`config.mk`:
```
export PLATFORM = sky130hd
export DESIGN_NAME = frame_checker_stats
export DESIGN_NICKNAME = d
export VERILOG_FILES = /design/src/rtl/frame_checker_stats.sv
export SDC_FILE = /design/constraint.sdc
export NUM_CORES = 1
export LEC_CHECK = 0
export CORE_UTILIZATION = 53
export CTS_CLUSTER_DIAMETER = 50
export DETAILED_ROUTE_END_ITERATION = 6
export GPL_TIMING_DRIVEN = 0
export PLACE_DENSITY_LB_ADDON = 0.08
export SYNTH_ARGS = -nofsm -noshare
export SYNTH_HDL_FRONTEND = slang
export SYNTH_SLANG_ARGS = --single-unit
```
`constraint.sdc`:
```
create_clock -name clk -period 2.9 [get_ports clk]
set_input_delay 0.58 -clock clk [delete_from_list [all_inputs] [get_ports clk]]
set_output_delay 0.58 -clock clk [all_outputs]
set_load 0.02 [all_outputs]
```
`src/rtl/frame_checker_stats.sv`:
```
// Optional packet/error counters for the frame checker; both wrap at 2^32.
module frame_checker_stats (
  input  logic        clk,
  input  logic        rst_n,
  input  logic        done_i,
  input  logic        err_i,
  output logic [31:0] pkt_cnt_o,
  output logic [31:0] err_cnt_o
);

  logic [31:0] pkt_cnt_q;
  logic [31:0] err_cnt_q;

  always_ff @(posedge clk or negedge rst_n) begin
    if (!rst_n) begin
      pkt_cnt_q <= '0;
      err_cnt_q <= '0;
    end else if (done_i) begin
      pkt_cnt_q <= pkt_cnt_q + 32'd1;
      if (err_i) err_cnt_q <= err_cnt_q + 32'd1;
    end
  end

  assign pkt_cnt_o = pkt_cnt_q;
  assign err_cnt_o = err_cnt_q;

endmodule

```
==> impl_metrics.yaml, run 1 <==
outcome:
  status: "complete, no violations"
logic_synthesis:
  ys_ff_latch: 64
  syn_nets: 246
  synth_cell_types: 21
  yosysWarnings: 0
  syn-cell-area_mm2: 0.002878
  muxShareOfSynthArea_pct: 0.7826
  ys_seq_area_share_pct: 55.65
  synth_compound_area_share_pct: 0
  syn_inst: 240
  synth_adder_area_share_pct: 0.8696
  synth_top_family_by_area: "simple AND/OR/NAND/NOR gates"
  avgSynthCellArea_um2: 11.99
  synthSimpleGateAreaFrac_pct: 23.26
  synth-xor-area-share_pct: 18.87
detailed_routing:
  ant_nets: 0
  drt_iter0_drc: 149
  firstDrtPassIters: 4
  detail_route.vias_per_cell: 5.408
  vias: 2120
  post-route-drc-count: 0
  routedWlPerCell_um: 14.55
  routed_wl_um: 5704
floorplan:
  die-area_mm2: 0.005728
  initial_core_util_pct: 55.64
  ios: 68
  die_height_um: 75.69
  die_x_um: 75.69
  design.core.area_mm2: 0.005172
  placementRows: 26
cells_and_area:
  finalNetCount: 323
  area_growth_pct: 33.87
  stdcell_count: 392
  fillers: 366
  multi_input_area_mm2: 0.001260
  antennaDiodeCount: 0
  register_area_mm2: 0.001602
  layout-drive-gt1-share_pct: 9.006
sta:
  skew_ns: 0.01143
  max_freq_mhz: 485.1
  worstMarginPinSlew_ns: 0.7780
  finalCritPeriodShare_pct: 71.08
  grt_setup_unrepaired: "no"
  finalSetupViolCount: 0
  hold_ws_ns: 0.3050
  hold_viol: 0
  drv_slew: 0
  min_period_ns: 2.061
  max_slew_margin_pct: 48.14
clock_tree:
  cts_resized: 0
  root_buffer: "clkbuf_8"
  cts-htree-levels: 3
  insertion_delay_ns: 0.34
  cts_buffer_depth: 2
  cts_setup_buffers: 0
  clk_pin_slew_ns: 0.08
  ctsHoldBuffers: 0
  cts_tree: "yes"
  cts_sinks: 64
  numCtsBuffers: 9
placed_design:
  dp_hpwl_um: 3941
  io_buffers: 66
  place_inst: 376
  finalWeightedCongestion: 0.7258
worst_setup_path:
  crit_buf_inv: 1
  crit_type: "flop to output port"
  critPathMaxStageDelay_ns: 0.65
  endpoint_kind: "output port"
  cpLargestDelayFamily: "buffers and inverters"
  crit_slowest_cell: "clkdlybuf4s50_1"
  rr_worst_depth: 4
  timing.critical_path.depth: 1
  cp_data_required_time_ns: 2.32
  cp.arrival_ns: 1.48
  worst-path-max-fanout: 6
  path_cells: "clkdlybuf4s50_1"
  start_kind: "flop"
grt:
  grt_max_degree: 65
  grt_pass1_wl_um: 9149
  grtUsageTotal_pct: 21.94
  grt_antenna_before_repair: 0
  grt_pass1_vias: 1967
  overflow: 0
power:
  p_per_area_mw_per_mm2: 630.3
  p_seq_share_pct: 45.8
  p_comb_share_pct: 18.6
  netSwitchingFraction_pct: 29.47
  peakVddDrop_v: 0.0006793
  intPower_mw: 1.713
  p_leak_nw: 1.686
  p_switching_uw: 715.8
  p_clk_share_pct: 35.6
run:
  drv_cap: 0
min_path:
  hold_class: "input port to asynchronous set/reset pin"
## state kept, by name (all words and copies together), names as in the netlist
signal	cells
err_cnt_o	32
pkt_cnt_o	32
## routing by layer
| layer | global-route usage, % | share of wire, % | vias to the layer above |
|---|---|---|---|
| li1 | - | - | 999 |
| met1 | 28.35 | 47 | 1059 |
| met2 | 34.82 | 47 | 53 |
| met3 | 4.630 | 3.5 | 9 |
| met4 | 11.93 | 2.2 | 0 |
| met5 | 0 | 0 | - |
## Yosys cell counts
master | instances | area, um2
dfrtp_1 | 64 | 1602
xnor2_1 | 49 | 429.2
nand3_1 | 23 | 115.1
nand2_1 | 20 | 75.07
nand4_1 | 20 | 125.1
xor2_1 | 13 | 113.9
and3_1 | 10 | 62.56
nor2_1 | 9 | 33.78
and2_1 | 5 | 31.28
and4_1 | 5 | 43.79
nor3_1 | 4 | 20.02
nor4_4 | 4 | 85.08
inv_1 | 3 | 11.26
ha_1 | 2 | 25.02
mux2_2 | 2 | 22.52
nor4_2 | 2 | 25.02
buf_2 | 1 | 5.000
nand3_2 | 1 | 10.01
nand4_2 | 1 | 12.51
nand4_4 | 1 | 21.27
nand4b_1 | 1 | 8.760
## kinds of logic after synthesis
kind of cell / count (synthesis)
DFF: 64
muxes: 2
and+or+nand+nor: 106
adders and majority gates: 2
xor gates and xnor gates: 62
buffers and inverters: 4
## power groups by stage
stage / clock [mW] / combinational, mW / sequential, mW
2_1_floorplan: 0 / 0.136 / 1.21
5_1_grt: 0.914 / 0.482 / 1.12
6_report: 0.865 / 0.452 / 1.11
3_5_place_dp: 0 / 0.455 / 1.13
4_1_cts: 0.882 / 0.458 / 1.11
3_3_place_gp: 0 / 0.442 / 1.12
## final timing paths
check / from / endpoint / slack [ns]
setup / recovery: pkt_cnt_o[3]$_DFFE_PN0P_ / pkt_cnt_o[3] / 0.84
hold / removal: rst_n / pkt_cnt_o[24]$_DFFE_PN0P_ / 0.30
setup reg to reg: err_cnt_o[2]$_DFFE_PN0P_ / err_cnt_o[19]$_DFFE_PN0P_ / 1.04
hold reg to reg: err_cnt_o[31]$_DFFE_PN0P_ / err_cnt_o[31]$_DFFE_PN0P_ / 0.47
max in group asynchronous: rst_n / pkt_cnt_o[7]$_DFFE_PN0P_ / 2.07
min in group clk: err_cnt_o[31]$_DFFE_PN0P_ / err_cnt_o[31]$_DFFE_PN0P_ / 0.47
## cell usage in the layout (no fill, tap or decap), types with 3 or more instances in the layout
cell	n
and2_1	5
and3_1	10
nor4_4	4
clkdlybuf4s50_1	65
nand3_1	23
nand2_1	20
dfrtp_1	64
nand4_1	20
inv_1	3
xnor2_1	49
clkbuf_8	10
nor3_1	4
xor2_1	13
and4_1	5
nor2_1	9
## stage by stage
step	setup slack (ns)	power (mW)	TNS (ns)	area [um2]	util (%)
after global routing	0.7408	2.521	0	3852	74.48
after CTS	0.8178	2.452	0	3852	74.48
after detailed placement	0.5117	1.580	0	3623	70.05
after global placement	-0.8377	1.562	-53.45	3626	70.10
after floorplan	1.084	1.343	0	2878	-
final	0.8386	2.428	0	3852	74.48
## area by class of cell
cell class,instances,area share [%]
Clock inverter,6,2.371
Timing Repair Buffer,66,17.08
Tap cell,70,2.273
Inverter,3,0.2923
Sequential cell,64,41.57
Clock buffer,10,3.573
Buffer,1,0.1299
Multi-Input combinational cell,172,32.71
Power figures use the tool's default switching activity.
==> run 2, diff against run 1 <==
CORE_UTILIZATION = 45   (was 53)
clock period = 1.88 ns   (was 2.9 ns; I/O delays follow)
==> impl_metrics.yaml, run 2 (synthesis gave the netlist of run 1 again) <==
outcome:
  status: "complete, no violations"
cells_and_area:
  area_growth_pct: 34.39
  fin_util_pct: 63.81
  fillers: 504
  design_area_mm2: 0.003867
  layout-drive-gt1-share_pct: 10.40
  antennaDiodeCount: 0
  layout_common_cells: "dfrtp_1, clkdlybuf4s50_1, xnor2_1"
  finalNetCount: 328
worst_setup_path:
  worst-path-max-fanout: 6
  crit_type: "flop to output port"
  crit_buf_inv: 1
  start_kind: "flop"
  critPathMaxStageDelay_ns: 0.67
  crit_slowest_cell: "clkdlybuf4s50_1"
  cpLargestDelayFamily: "buffers and inverters"
  cp_data_required_time_ns: 1.50
  endpoint_kind: "output port"
  cp.arrival_ns: 1.46
  path_cells: "clkdlybuf4s50_1"
clock_tree:
  cts_sinks: 64
  cts_tree: "yes"
  ctsHoldBuffers: 0
  numCtsBuffers: 9
  clk_pin_slew_ns: 0.07
  cts-htree-levels: 3
  cts_buffer_depth: 2
  root_buffer: "clkbuf_8"
  insertion_delay_ns: 0.32
placed_design:
  dp_hpwl_um: 3864
  dp_slack_ns: -0.2948
  io_buffers: 66
  place_area_mm2: 0.003630
  finalWeightedCongestion: 0.7244
power:
  p_seq_share_pct: 49.1
  p_clk_share_pct: 30.9
  netSwitchingFraction_pct: 30.25
  p_leak_nw: 1.723
  peakVddDrop_v: 0.0008878
  p_per_area_mw_per_mm2: 902.0
  intPower_mw: 2.433
  p_switching_mw: 1.055
  p_comb_share_pct: 20.0
grt:
  grt_antenna_before_repair: 0
  grt_pass1_vias: 1990
  grtUsageTotal_pct: 18.35
  grt_max_degree: 65
  grt_pass1_wl_um: 9294
  overflow: 0
detailed_routing:
  vias: 2100
  ant_nets: 0
  routedWlPerCell_um: 14.12
  detail_route.vias_per_cell: 5.224
  post-route-drc-count: 0
  routed_wl_um: 5678
  firstDrtPassIters: 4
  drt_iter0_drc: 96
sta:
  grt_setup_unrepaired: "no"
  hold_ws_ns: 0.1160
  max_freq_mhz: 543.9
  finalSetupViolCount: 0
  max_slew_margin_pct: 47.72
  worstMarginPinSlew_ns: 0.7841
  min_period_ns: 1.839
  setup_slack_ns: 0.04150
  hold_viol: 0
  skew_ns: 0.007840
  drv_slew: 0
  finalCritPeriodShare_pct: 97.79
min_path:
  hold_class: "input port to asynchronous set/reset pin"
floorplan:
  ios: 68
  design.core.area_mm2: 0.006061
  initial_core_util_pct: 47.48
  die_height_um: 81.97
  die-area_mm2: 0.006719
  placementRows: 28
  die_x_um: 81.97
run:
  drv_cap: 0
==> run 2: changes by cell type in the layout (fill, tap and decap cells not counted), moves of 2 or more <==
cell	delta
buf_4	+5
bufinv_16	-2
clkbuf_8	+2
clkinv_2	+2
clkinv_4	-2
==> run 2: through the flow <==
| step | total power, mW | instances | TNS (ns) |
|---|---|---|---|
| finish | 3.489 | 402 | 0 |
| global route | 3.663 | 402 | 0 |
| CTS | 3.527 | 397 | 0 |
| detailed placement | 2.436 | 381 | -5.033 |
| global placement | 2.416 | 381 | -113.42 |
| floorplan | 2.072 | 240 | 0 |
==> run 2: metal layers <==
metal,global-route usage [%],wire [um],vias up
met4,8.421,99,0
met2,28.51,2651,44
met1,24.25,2724,1044
met3,4.222,204,10
met5,0,0,-
li1,-,-,1002
==> run 2: final timing paths <==
kind	startpoint	end	slack [ns]	depth (start not counted)
max	pkt_cnt_o[18]$_DFFE_PN0P_	pkt_cnt_o[18]	0.04	1
min	rst_n	pkt_cnt_o[17]$_DFFE_PN0P_	0.12	1
max reg2reg	err_cnt_o[12]$_DFFE_PN0P_	err_cnt_o[26]$_DFFE_PN0P_	0.17	4
min reg2reg	pkt_cnt_o[31]$_DFFE_PN0P_	pkt_cnt_o[31]$_DFFE_PN0P_	0.47	1
max in group asynchronous	rst_n	pkt_cnt_o[21]$_DFFE_PN0P_	1.23	1
min in group clk	done_i	pkt_cnt_o[0]$_DFFE_PN0P_	0.39	2
==> run 2: timing repair <==
item,4_1_cts,5_1_grt
gates resized for setup,0,3
endpoints found under the setup margin,0,32
setup buffers,0,5
==> run 2: cell type report <==
| class | count | area, um2 | share of cell area (%) |
|---|---|---|---|
| sequential | 64 | 1602 | 41.41 |
| multi-input combinational | 172 | 1274 | 32.93 |
| timing repair buffer | 71 | 698.2 | 18.05 |
| clock buffer | 13 | 168.9 | 4.368 |
| tap | 75 | 93.84 | 2.426 |
| clock inverter | 3 | 15.01 | 0.3882 |
| inverter | 3 | 11.26 | 0.2912 |
| buffer | 1 | 5.005 | 0.1294 |
==> run 2: power by group through the flow <==
stage	logic (mW)	registers [mW]	clock network, mW
5_1_grt	0.748	1.74	1.18
3_3_place_gp	0.685	1.73	0
2_1_floorplan	0.209	1.86	0
4_1_cts	0.706	1.71	1.11
3_5_place_dp	0.702	1.73	0
6_report	0.697	1.71	1.08
